### src/rtl/luna_wb_pkg.sv
//------------------------------------------------------------------------------
// Module   : luna_wb_pkg
// Purpose  : Shared types and instruction field positions for the writeback
//            stage and its helpers.
// Contents : wb_state_t FSM encoding, instruction field bit indices,
//            A-instruction immediate width.
// Revision : 1.0 - initial release
//------------------------------------------------------------------------------
`default_nettype none

package luna_wb_pkg;

  typedef enum logic [1:0] {
    IDLE   = 2'd0,
    COMMIT = 2'd1,
    SETTLE = 2'd2
  } wb_state_t;

  // Instruction word layout
  localparam int INSTR_TYPE_BIT = 15;  // 0 = A-instruction, 1 = C-instruction
  localparam int DEST_A         = 5;
  localparam int DEST_D         = 4;
  localparam int DEST_M         = 3;
  localparam int JMP_LT         = 2;
  localparam int JMP_EQ         = 1;
  localparam int JMP_GT         = 0;

  // Width of the immediate carried by an A-instruction
  localparam int A_IMM_W        = 15;

endpackage

`default_nettype wire

### src/rtl/wb_jump_cond.sv
//------------------------------------------------------------------------------
// Module   : wb_jump_cond
// Purpose  : Combinational jump-condition evaluation. Kept separate so a
//            future branch predictor can reuse the exact same decision.
// Ports    : i_jmp[2:0]   jump bits {LT,EQ,GT}
//            i_zr         ALU result is zero
//            i_ng         ALU result is negative
//            i_is_c       instruction is a C-instruction
//            o_jump_taken jump condition satisfied
// Revision : 1.0 - initial release
//------------------------------------------------------------------------------
`default_nettype none

module wb_jump_cond
  import luna_wb_pkg::*;
(
  input  logic [2:0] i_jmp,
  input  logic       i_zr,
  input  logic       i_ng,
  input  logic       i_is_c,
  output logic       o_jump_taken
);

  // Positive means neither negative nor zero.
  assign o_jump_taken = i_is_c & ((i_jmp[JMP_LT] & i_ng) |
                                  (i_jmp[JMP_EQ] & i_zr) |
                                  (i_jmp[JMP_GT] & ~i_ng & ~i_zr));

endmodule

`default_nettype wire

### src/rtl/writeback_sequencer.sv
//------------------------------------------------------------------------------
// Module   : writeback_sequencer
// Purpose  : Writeback stage feeding the A/D/M register and BRAM controller.
//            Accepts one executed instruction per handshake, pulses the
//            register/memory write enables for one cycle, owns the program
//            counter (including jump resolution) and stalls after M writes
//            so the BRAM write commits before the next M read.
// Params   : PC_RESET       program counter value after reset
//            SETTLE_CYCLES  stall cycles after an M write (0 allowed)
// Ports    : wrbk_clk, rst (sync, active-high)
//            instr_valid/instr_ready  upstream handshake
//            instr, alu_out, alu_zr, alu_ng, reg_a_cur  executed instruction
//            reg_a_en, reg_d_en, reg_m_en, data_in      controller write side
//            program_counter                            current PC
//            halted (only with WRBK_HALT_DETECT_EN)     jump-to-self seen
// Options  : WRBK_HALT_DETECT_EN - adds halt-on-jump-to-self detection
// Revision : 1.0 - initial release
//------------------------------------------------------------------------------
`default_nettype none

module writeback_sequencer
  import luna_wb_pkg::*;
#(
  parameter logic [15:0] PC_RESET      = 16'h0000,
  parameter int          SETTLE_CYCLES = 1
)
(
  input  logic        wrbk_clk,
  input  logic        rst,
  input  logic        instr_valid,
  output logic        instr_ready,
  input  logic [15:0] instr,
  input  logic [15:0] alu_out,
  input  logic        alu_zr,
  input  logic        alu_ng,
  input  logic [15:0] reg_a_cur,
  output logic        reg_a_en,
  output logic        reg_d_en,
  output logic        reg_m_en,
  output logic [15:0] data_in,
  output logic [15:0] program_counter
`ifdef WRBK_HALT_DETECT_EN
  ,
  output logic        halted
`endif
);

  localparam int CNT_W       = (SETTLE_CYCLES > 0) ? $clog2(SETTLE_CYCLES + 1) : 1;
  localparam int SETTLE_LAST = (SETTLE_CYCLES > 0) ? SETTLE_CYCLES - 1 : 0;
  localparam bit HAS_SETTLE  = (SETTLE_CYCLES > 0);
  localparam logic [CNT_W-1:0] c_SETTLE_LAST = CNT_W'(SETTLE_LAST);

  wb_state_t         r_state;
  wb_state_t         w_next_state;

  logic              r_is_c;
  logic [2:0]        r_jmp;
  logic              r_zr;
  logic              r_ng;
  logic [15:0]       r_a_cur;
  logic              r_a_en;
  logic              r_d_en;
  logic              r_m_en;
  logic [15:0]       r_data;
  logic [15:0]       r_pc;
  logic [CNT_W-1:0]  r_cnt;

  logic              w_ready;
  logic              w_accept;
  logic              w_jump_taken;
  logic              w_halt_block;

  // Jump decision always uses the flags and jump bits captured at acceptance.
  wb_jump_cond u_jump_cond (
    .i_jmp        (r_jmp),
    .i_zr         (r_zr),
    .i_ng         (r_ng),
    .i_is_c       (r_is_c),
    .o_jump_taken (w_jump_taken)
  );

  assign w_ready  = (r_state == IDLE) & ~rst & ~w_halt_block;
  assign w_accept = instr_valid & w_ready;

  // State register
  always_ff @(posedge wrbk_clk) begin
    if (rst) begin
      r_state <= IDLE;
    end else begin
      r_state <= w_next_state;
    end
  end

  // Next-state decode
  always_comb begin
    w_next_state = r_state;
    case (r_state)
      IDLE:    if (w_accept) w_next_state = COMMIT;
      COMMIT:  w_next_state = (r_m_en && HAS_SETTLE) ? SETTLE : IDLE;
      SETTLE:  if (r_cnt == c_SETTLE_LAST) w_next_state = IDLE;
      default: w_next_state = IDLE;
    endcase
  end

  // Datapath: capture, registered decode, PC update, settle counter
  always_ff @(posedge wrbk_clk) begin
    if (rst) begin
      r_is_c  <= 1'b0;
      r_jmp   <= 3'b000;
      r_zr    <= 1'b0;
      r_ng    <= 1'b0;
      r_a_cur <= 16'h0000;
      r_a_en  <= 1'b0;
      r_d_en  <= 1'b0;
      r_m_en  <= 1'b0;
      r_data  <= 16'h0000;
      r_pc    <= PC_RESET;
      r_cnt   <= '0;
    end else begin
      case (r_state)
        IDLE: begin
          if (w_accept) begin
            r_is_c  <= instr[INSTR_TYPE_BIT];
            r_jmp   <= instr[JMP_LT:JMP_GT];
            r_zr    <= alu_zr;
            r_ng    <= alu_ng;
            r_a_cur <= reg_a_cur;
            if (instr[INSTR_TYPE_BIT]) begin
              r_a_en <= instr[DEST_A];
              r_d_en <= instr[DEST_D];
              r_m_en <= instr[DEST_M];
              r_data <= alu_out;
            end else begin
              r_a_en <= 1'b1;
              r_d_en <= 1'b0;
              r_m_en <= 1'b0;
              r_data <= {1'b0, instr[A_IMM_W-1:0]};
            end
          end else begin
            r_a_en <= 1'b0;
            r_d_en <= 1'b0;
            r_m_en <= 1'b0;
          end
        end
        COMMIT: begin
          // Controller samples the enables on this edge; data_in is held.
          r_a_en <= 1'b0;
          r_d_en <= 1'b0;
          r_m_en <= 1'b0;
          // Target is the A value seen before this instruction's own A write.
          r_pc   <= w_jump_taken ? r_a_cur : r_pc + 16'd1;
          r_cnt  <= '0;
        end
        SETTLE: begin
          r_cnt  <= r_cnt + CNT_W'(1);
        end
        default: begin
          r_a_en <= 1'b0;
          r_d_en <= 1'b0;
          r_m_en <= 1'b0;
        end
      endcase
    end
  end

`ifdef WRBK_HALT_DETECT_EN
  logic r_halted;

  // A taken jump whose target is its own PC can never make progress.
  always_ff @(posedge wrbk_clk) begin
    if (rst) begin
      r_halted <= 1'b0;
    end else if ((r_state == COMMIT) && w_jump_taken && (r_a_cur == r_pc)) begin
      r_halted <= 1'b1;
    end
  end

  assign halted       = r_halted;
  assign w_halt_block = r_halted;
`else
  assign w_halt_block = 1'b0;
`endif

  assign instr_ready     = w_ready;
  assign reg_a_en        = r_a_en;
  assign reg_d_en        = r_d_en;
  assign reg_m_en        = r_m_en;
  assign data_in         = r_data;
  assign program_counter = r_pc;

endmodule

`default_nettype wire
### config.mk
export PLATFORM = sky130hd
export DESIGN_NAME = writeback_sequencer
export DESIGN_NICKNAME = d
export VERILOG_FILES = /design/src/rtl/luna_wb_pkg.sv /design/src/rtl/wb_jump_cond.sv /design/src/rtl/writeback_sequencer.sv
export SDC_FILE = /design/constraint.sdc
export NUM_CORES = 1
export LEC_CHECK = 0
export CAP_MARGIN = 20
export CORE_MARGIN = 2
export CORE_UTILIZATION = 42
export DETAILED_ROUTE_END_ITERATION = 8
export PLACE_DENSITY = 0.74
export SYNTH_ARGS = -nofsm -noshare
export SYNTH_HDL_FRONTEND = slang
export SYNTH_SLANG_ARGS = --single-unit
### constraint.sdc
create_clock -name wrbk_clk -period 1.9 [get_ports wrbk_clk]
set_input_delay 0.38 -clock wrbk_clk [delete_from_list [all_inputs] [get_ports wrbk_clk]]
set_output_delay 0.38 -clock wrbk_clk [all_outputs]
set_load 0.05 [all_outputs]
==> results of run 1 <==
==> synth_stat cells <==
cell type	instances	area [sq um]
ha_1	4	50.1
nor3_1	11	55.1
nor4_1	6	37.5
o21ai_0	13	65.1
a22o_1	1	8.76
nand4_1	7	43.8
nand3b_1	27	203
nor2b_1	14	87.6
clkbuf_1	20	75.1
nor2_1	26	97.6
dfxtp_1	60	1200
inv_1	5	18.8
or4_1	1	7.51
o2bb2ai_1	9	78.8
a21oi_1	5	25.0
or4b_1	1	10.0
and2_1	2	12.5
o32ai_1	3	26.3
nor3b_1	1	7.51
mux2i_1	26	260
nand2_1	53	199
nand3_1	5	25.0
a21boi_0	3	22.5
mux2_2	2	22.5
a31oi_1	6	37.5
nand4b_1	2	17.5
o21a_1	1	7.51
nand2b_1	2	12.5
a22oi_1	2	15.0
buf_1	1	3.75
a311oi_1	1	8.76
nand2_2	1	6.26
buf_2	3	15.0
a211oi_1	12	90.1
==> cell type report <==
| type | instances | area (sq um) | share of cell area (%) |
|---|---|---|---|
| Multi-Input combinational cell | 247 | 1560 | 37.8 |
| Sequential cell | 60 | 1220 | 29.5 |
| Timing Repair Buffer | 108 | 1040 | 25.1 |
| Clock buffer | 9 | 124 | 2.99 |
| Tap cell | 80 | 100 | 2.42 |
| Clock inverter | 7 | 76.3 | 1.84 |
| Inverter | 5 | 18.8 | 0.453 |
==> worst min path at each step <==
| stage | startpoint | end | slack, ns | depth (start not counted) |
|---|---|---|---|---|
| 2_1_floorplan | r_a_cur[1] | program_counter[1] | 0.44 | 2 |
| 3_3_place_gp | data_in[15] | data_in[15] | 0.44 | 2 |
| 3_5_place_dp | data_in[15] | data_in[15] | 0.46 | 2 |
| 4_1_cts | rst | reg_a_en | 0.35 | 2 |
| 5_1_grt | rst | reg_d_en | 0.37 | 2 |
| 6_report | rst | reg_d_en | 0.36 | 2 |
==> kinds of logic (layout without fill, tap and decap cells) <==
logic type | count (synthesis) | in the layout | synth area share (%)
flip-flops | 60 | 60 | 42.1
buffers and inverters | 29 | 129 | 3.95
AO/OA/AOI/OAI | 56 | 56 | 13.5
adder cells (fa/ha/maj) | 4 | 4 | 1.75
AND/OR/NAND/NOR | 159 | 159 | 28.8
multiplexers | 28 | 28 | 9.91
==> power breakdown <==
part / switching [mW] / total [mW] / internal (mW)
Sequential: 0.0452 / 1.37 / 1.33
Combinational: 0.283 / 0.531 / 0.248
Clock: 0.551 / 1.16 / 0.611
Total: 0.879 / 3.07 / 2.19
==> flip-flops by register name (all words and copies together), names as in the netlist <==
name             count
program_counter     16
r_zr                 1
reg_a_en             1
r_jmp                3
reg_m_en             1
r_state              2
r_a_cur             16
r_ng                 1
r_is_c               1
data_in             16
reg_d_en             1
r_cnt                1
==> metal layers <==
metal / GRT usage [%] / part of all wire [%] / vias to the layer above
li1: - / - / 1392
met1: 26.0 / 43 / 1295
met2: 35.0 / 47 / 104
met3: 8.67 / 8.8 / 8
met4: 7.24 / 0.79 / 0
met5: 0 / 0 / -
==> stage by stage <==
| step | util (%) | power, mW |
|---|---|---|
| detailed placement | 58.5 | 1.93 |
| CTS | 61.4 | 3.10 |
| global route | 62.0 | 3.20 |
| floorplan | - | 1.69 |
| finish | 62.0 | 3.07 |
| global placement | 58.5 | 1.92 |
==> repair_timing <==
| item | CTS | global route |
|---|---|---|
| endpoints found under the setup margin | 2 | 13 |
| resized for setup | 2 | 12 |
| setup buffers | 0 | 1 |
==> impl_metrics.csv, run 1 <==
group,metric,value,unit
run_status,status,"finished, final reports clean",
detailed_routing,drt-total-wl,7740,microns
placed_design,place_ws,0.0625,ns
cts,clock_path_buffers,2,
timing,rsz0062_at_grt,"no",
timing,worst_pin_slew,0.532,ns
timing,finalCritPeriodShare,97.6,%
cells_and_area,layout_commonest_cell,"nand2_1",
cts,insertion_delay,0.34,ns
setup_path,criticalPathCategory,"flip-flop to primary output",
power_and_ir_drop,leakage,1.87,nW
timing,skew,0.00816,ns
global_route,track_usage,21.6,%
global_route,grt_pass1_wl,12800,microns
synth,synth-seq-area-share,42.1,%
run,cap_viol_max_count,0,
setup_path,arrival,1.47,ns
cts,cts_tree,"built",
floorplan,io_pins,89,
placed_design,dpl_cell_area,3910,sq um
setup_path,crit_start,"data_in[2]",
setup_path,cp_num_cells,1,
synth,ys_ff_latch,60,
floorplan,die_h,86.4,microns
setup_path,rrSetupSlack,0.05,ns
floorplan,design.core.area,6680,sq um
timing,setup_viol,0,
synth,synthCells,336,
synth,synth_nets,393,
setup_path,ff2ff_path_depth,5,
placed_design,io_buffer_count,88,
setup_path,crit_path_end,"data_in[2]",
global_route,first_global_vias,2824,
cells_and_area,final_cell_mix,"53 x nand2_1, 52 x clkdlybuf4s50_1, 49 x dfxtp_1",
cells_and_area,fillerInstances,617,
cts,ctsHoldBuffers,0,
setup_path,critPathRequiredTime,1.52,ns
floorplan,die-area,7470,sq um
synth,avgSynthCellArea,8.49,sq um
setup_path,crit_fanout,2,
setup_path,start_kind,"flip-flop",
global_route,grt_antenna_before_repair,0,
detailed_routing,remaining_drc_errors,0,
placed_design,place_congestion,0.856,
setup_path,critPathCaptureType,"primary output",
cells_and_area,antenna_cells,0,
cts,clk_pin_slew,0.08,ns
min_path,hold_class,"primary input to flip-flop",
detailed_routing,num_vias,2799,
timing,hold_viol,0,
cells_and_area,nNetsFinal,488,
cells_and_area,fin_area,4140,sq um
setup_path,crit_path_cell_trace,"clkdlybuf4s50_1",
setup_path,timing.rr.end,"program_counter[14]",
global_route,grt_max_degree,37,
timing,layout_setup_ws,0.0461,ns
timing,finalMaxSlewViolations,0,
placed_design,hpwl,5460,microns
cts,cts.sinks,60,
power_and_ir_drop,p_per_area,740,nW/um^2
setup_path,slowest_delay,0.80,ns
power_and_ir_drop,ir_drop,0.443,mV
cts,htreeDepth,3,
detailed_routing,vias_per_cell,5.42,
synth,syn_area,2850,sq um
floorplan,start_util,42.7,%
timing,hold_slack,0.360,ns
synth,synth_cell_types,34,
setup_path,path_buf_inv,1,
cells_and_area,drive_gt1_share,17.2,%
setup_path,crit_family,"buffers and inverters",
synth,yosysWarningCount,0,
cells_and_area,area_delta_synth_final,45.1,%
timing,period_needed,1.85,ns
timing,max_freq,539,MHz
timing,slew_headroom,64.5,%
placed_design,place_inst,499,
detailed_routing,first_iter_violations,148,
floorplan,die_w,86.4,microns
cts,cts_root_buf,"clkbuf_8",
global_route,grt_overflow,0,
timing,setup-tns-final,0,ns
floorplan,fp-row-count,30,
cells_and_area,stdcell_count,516,
setup_path,reg2reg_from,"program_counter[0]",
setup_path,critPathSlowestCell,"clkdlybuf4s50_1",
detailed_routing,wire_per_inst,15.0,microns
cts,cts_buffers,9,
detailed_routing,ant_nets,0,
detailed_routing,dr.pass1.iters,5,
Power figures use the tool's default switching activity.
==> run 2: changes to the inputs <==
--- a/config.mk
+++ b/config.mk
@@ -9,6 +9,7 @@
 export CORE_MARGIN = 2
 export CORE_UTILIZATION = 42
 export DETAILED_ROUTE_END_ITERATION = 8
+export GPL_TIMING_DRIVEN = 0
 export PLACE_DENSITY = 0.74
 export SYNTH_ARGS = -nofsm -noshare
 export SYNTH_HDL_FRONTEND = slang
==> run 2 against run 1 <==
Cell area fell by 0.36%. Combinational power about the same. First-iteration DRC count increased by 0.68%. Die area unchanged. Setup slack worse by 0.016 ns. Sequential power hardly changed.
==> impl_metrics.csv, run 2 (synthesis results as in run 1) <==
group,metric,value,unit
run_status,status,"finished, final reports clean",
cts,cts_root_buf,"clkbuf_8",
cells_and_area,final_cell_mix,"55 x clkdlybuf4s50_1, 53 x nand2_1, 48 x dfxtp_1",
timing,skew,0.00913,ns
setup_path,rrSetupSlack,0.11,ns
placed_design,hpwl,5730,microns
setup_path,critPathRequiredTime,1.52,ns
cells_and_area,drive_gt1_share,11.1,%
timing,setup_viol,0,
setup_path,critPathSlowestCell,"clkdlybuf4s50_1",
cts,htreeDepth,3,
power_and_ir_drop,finalPower,3.08,mW
power_and_ir_drop,comb_power_share,17.2,%
cts,cts_tree,"built",
cells_and_area,post-route-util,61.8,%
global_route,grtUsageMet2,35.2,%
detailed_routing,drt-total-wl,7930,microns
floorplan,design.core.area,6680,sq um
min_path,min_to,"data_in[15]",
floorplan,start_util,42.7,%
setup_path,cp_num_cells,1,
setup_path,crit_fanout,2,
setup_path,critPathCaptureType,"primary output",
setup_path,arrival,1.49,ns
placed_design,io_buffer_count,87,
min_path,hold_class,"flip-flop to flip-flop",
setup_path,crit_start,"data_in[0]",
power_and_ir_drop,ir_drop,0.418,mV
setup_path,timing.rr.end,"program_counter[14]",
setup_path,crit_path_cell_trace,"clkdlybuf4s50_1",
global_route,grt_antenna_before_repair,0,
setup_path,path_buf_inv,1,
cts,clock_path_buffers,2,
placed_design,place_congestion,0.858,
cells_and_area,nNetsFinal,495,
power_and_ir_drop,leakage,1.92,nW
setup_path,ff2ff_path_depth,4,
timing,worst_pin_slew,0.593,ns
setup_path,slowest_delay,0.81,ns
global_route,grt_max_degree,11,
timing,hold_viol,0,
timing,finalMaxSlewViolations,0,
setup_path,criticalPathCategory,"flip-flop to primary output",
floorplan,fp-row-count,30,
global_route,first_global_vias,2757,
timing,period_needed,1.87,ns
detailed_routing,first_iter_violations,149,
global_route,met1_usage,25.4,%
floorplan,io_pins,89,
cells_and_area,antenna_cells,0,
setup_path,start_kind,"flip-flop",
cts,clk_pin_slew,0.07,ns
min_path,hp-start,"data_in[15]",
detailed_routing,remaining_drc_errors,0,
global_route,grt_pass1_wl,12600,microns
cts,insertion_delay,0.34,ns
run,cap_viol_max_count,0,
detailed_routing,wire_per_inst,15.2,microns
power_and_ir_drop,netSwitchingFraction,27.3,%
global_route,busiest_layer,"met2",
detailed_routing,num_vias,2842,
cts,cts.sinks,60,
global_route,track_usage,21.3,%
power_and_ir_drop,pwr-share-seq,44.5,%
timing,finalCritPeriodShare,98.4,%
global_route,use_met3,9.33,%
cts,cts_buffers,9,
floorplan,die-area,7470,sq um
cells_and_area,area_delta_synth_final,44.6,%
detailed_routing,ant_nets,0,
timing,max_freq,535,MHz
detailed_routing,dr.pass1.iters,4,
power_and_ir_drop,power.switching,0.843,mW
power_and_ir_drop,pwr-share-clk,38.3,%
detailed_routing,vias_per_cell,5.43,
min_path,hold_depth,2,
power_and_ir_drop,p_per_area,747,nW/um^2
cells_and_area,fillerInstances,616,
floorplan,die_w,86.4,microns
setup_path,crit_family,"buffers and inverters",
timing,slew_headroom,60.5,%
setup_path,reg2reg_from,"program_counter[13]",
power_and_ir_drop,power.internal,2.24,mW
floorplan,die_h,86.4,microns
global_route,grt_overflow,0,
cells_and_area,layout_commonest_cell,"clkdlybuf4s50_1",
[run 2: power groups by stage]
stage                     registers, mW  logic (mW)  clock network (mW)
after global placement             1.40       0.515                   0
after floorplan                    1.50       0.188                   0
after detailed placement           1.40       0.521                   0
after global routing               1.38       0.571                1.25
after CTS                          1.38       0.519                1.20
final                              1.37       0.530                1.18
[run 2: worst max path at each step]
stage	to	slack [ns]
floorplan	program_counter[14]	0.0002
global placement	r_a_cur[14]	-0.54
detailed placement	r_a_cur[13]	-0.54
CTS	data_in[8]	0.001
global route	data_in[11]	-0.002
finish	data_in[0]	0.03
[run 2: layout make-up]
type                       instances  area [sq um]  area share, %
timing repair buffer              91           916           22.2
clock buffer                      12           155           3.76
sequential                        60          1220           29.6
buffer                            24           104           2.52
inverter                           5          18.8          0.455
tap                               80           100           2.43
clock inverter                     4          47.5           1.15
multi-input combinational        247          1560           37.9
[run 2: layer usage]
layer / wire, microns / up-vias
met3: 699 / 13
met1: 3380 / 1320
li1: - / 1404
met5: 0 / -
met4: 116 / 0
met2: 3740 / 105
[run 2: worst register-to-register path, cell delays in order (launching register included)]
cell and delay [ns]:
dfxtp_1 0.43, nand4_1 0.12, or4_4 0.53, or4b_1 0.51, a31oi_1 0.13
[run 2: per-stage QoR]
step	hold WS [ns]	std cells	setup WS [ns]	setup TNS [ns]	cell area, sq um
2_1_floorplan	0.445	336	0.000196	0	2890
3_5_place_dp	0.452	503	-0.537	-20.67	3860
5_1_grt	0.488	523	-0.00155	-0.00155	4130
6_report	0.456	523	0.0297	0	4130
3_3_place_gp	0.437	503	-0.536	-19.82	3860
4_1_cts	0.461	519	0.00113	0	4050
[run 2: timing repair]
item / in CTS / in global routing
pin swaps: 0 / 3
setup endpoints to repair: 54 / 33
setup buffers: 0 / 4
hold buffers: 0 / 0
resized for setup: 26 / 24
==> run 3: changes to the inputs <==
--- a/config.mk
+++ b/config.mk
@@ -11,6 +11,7 @@
 export DETAILED_ROUTE_END_ITERATION = 8
 export GPL_TIMING_DRIVEN = 0
 export PLACE_DENSITY = 0.74
+export SLEW_MARGIN = 40
 export SYNTH_ARGS = -nofsm -noshare
 export SYNTH_HDL_FRONTEND = slang
 export SYNTH_SLANG_ARGS = --single-unit
==> results of run 3 <==
The final DEF is identical to that of run 2; final timing and power are the same.
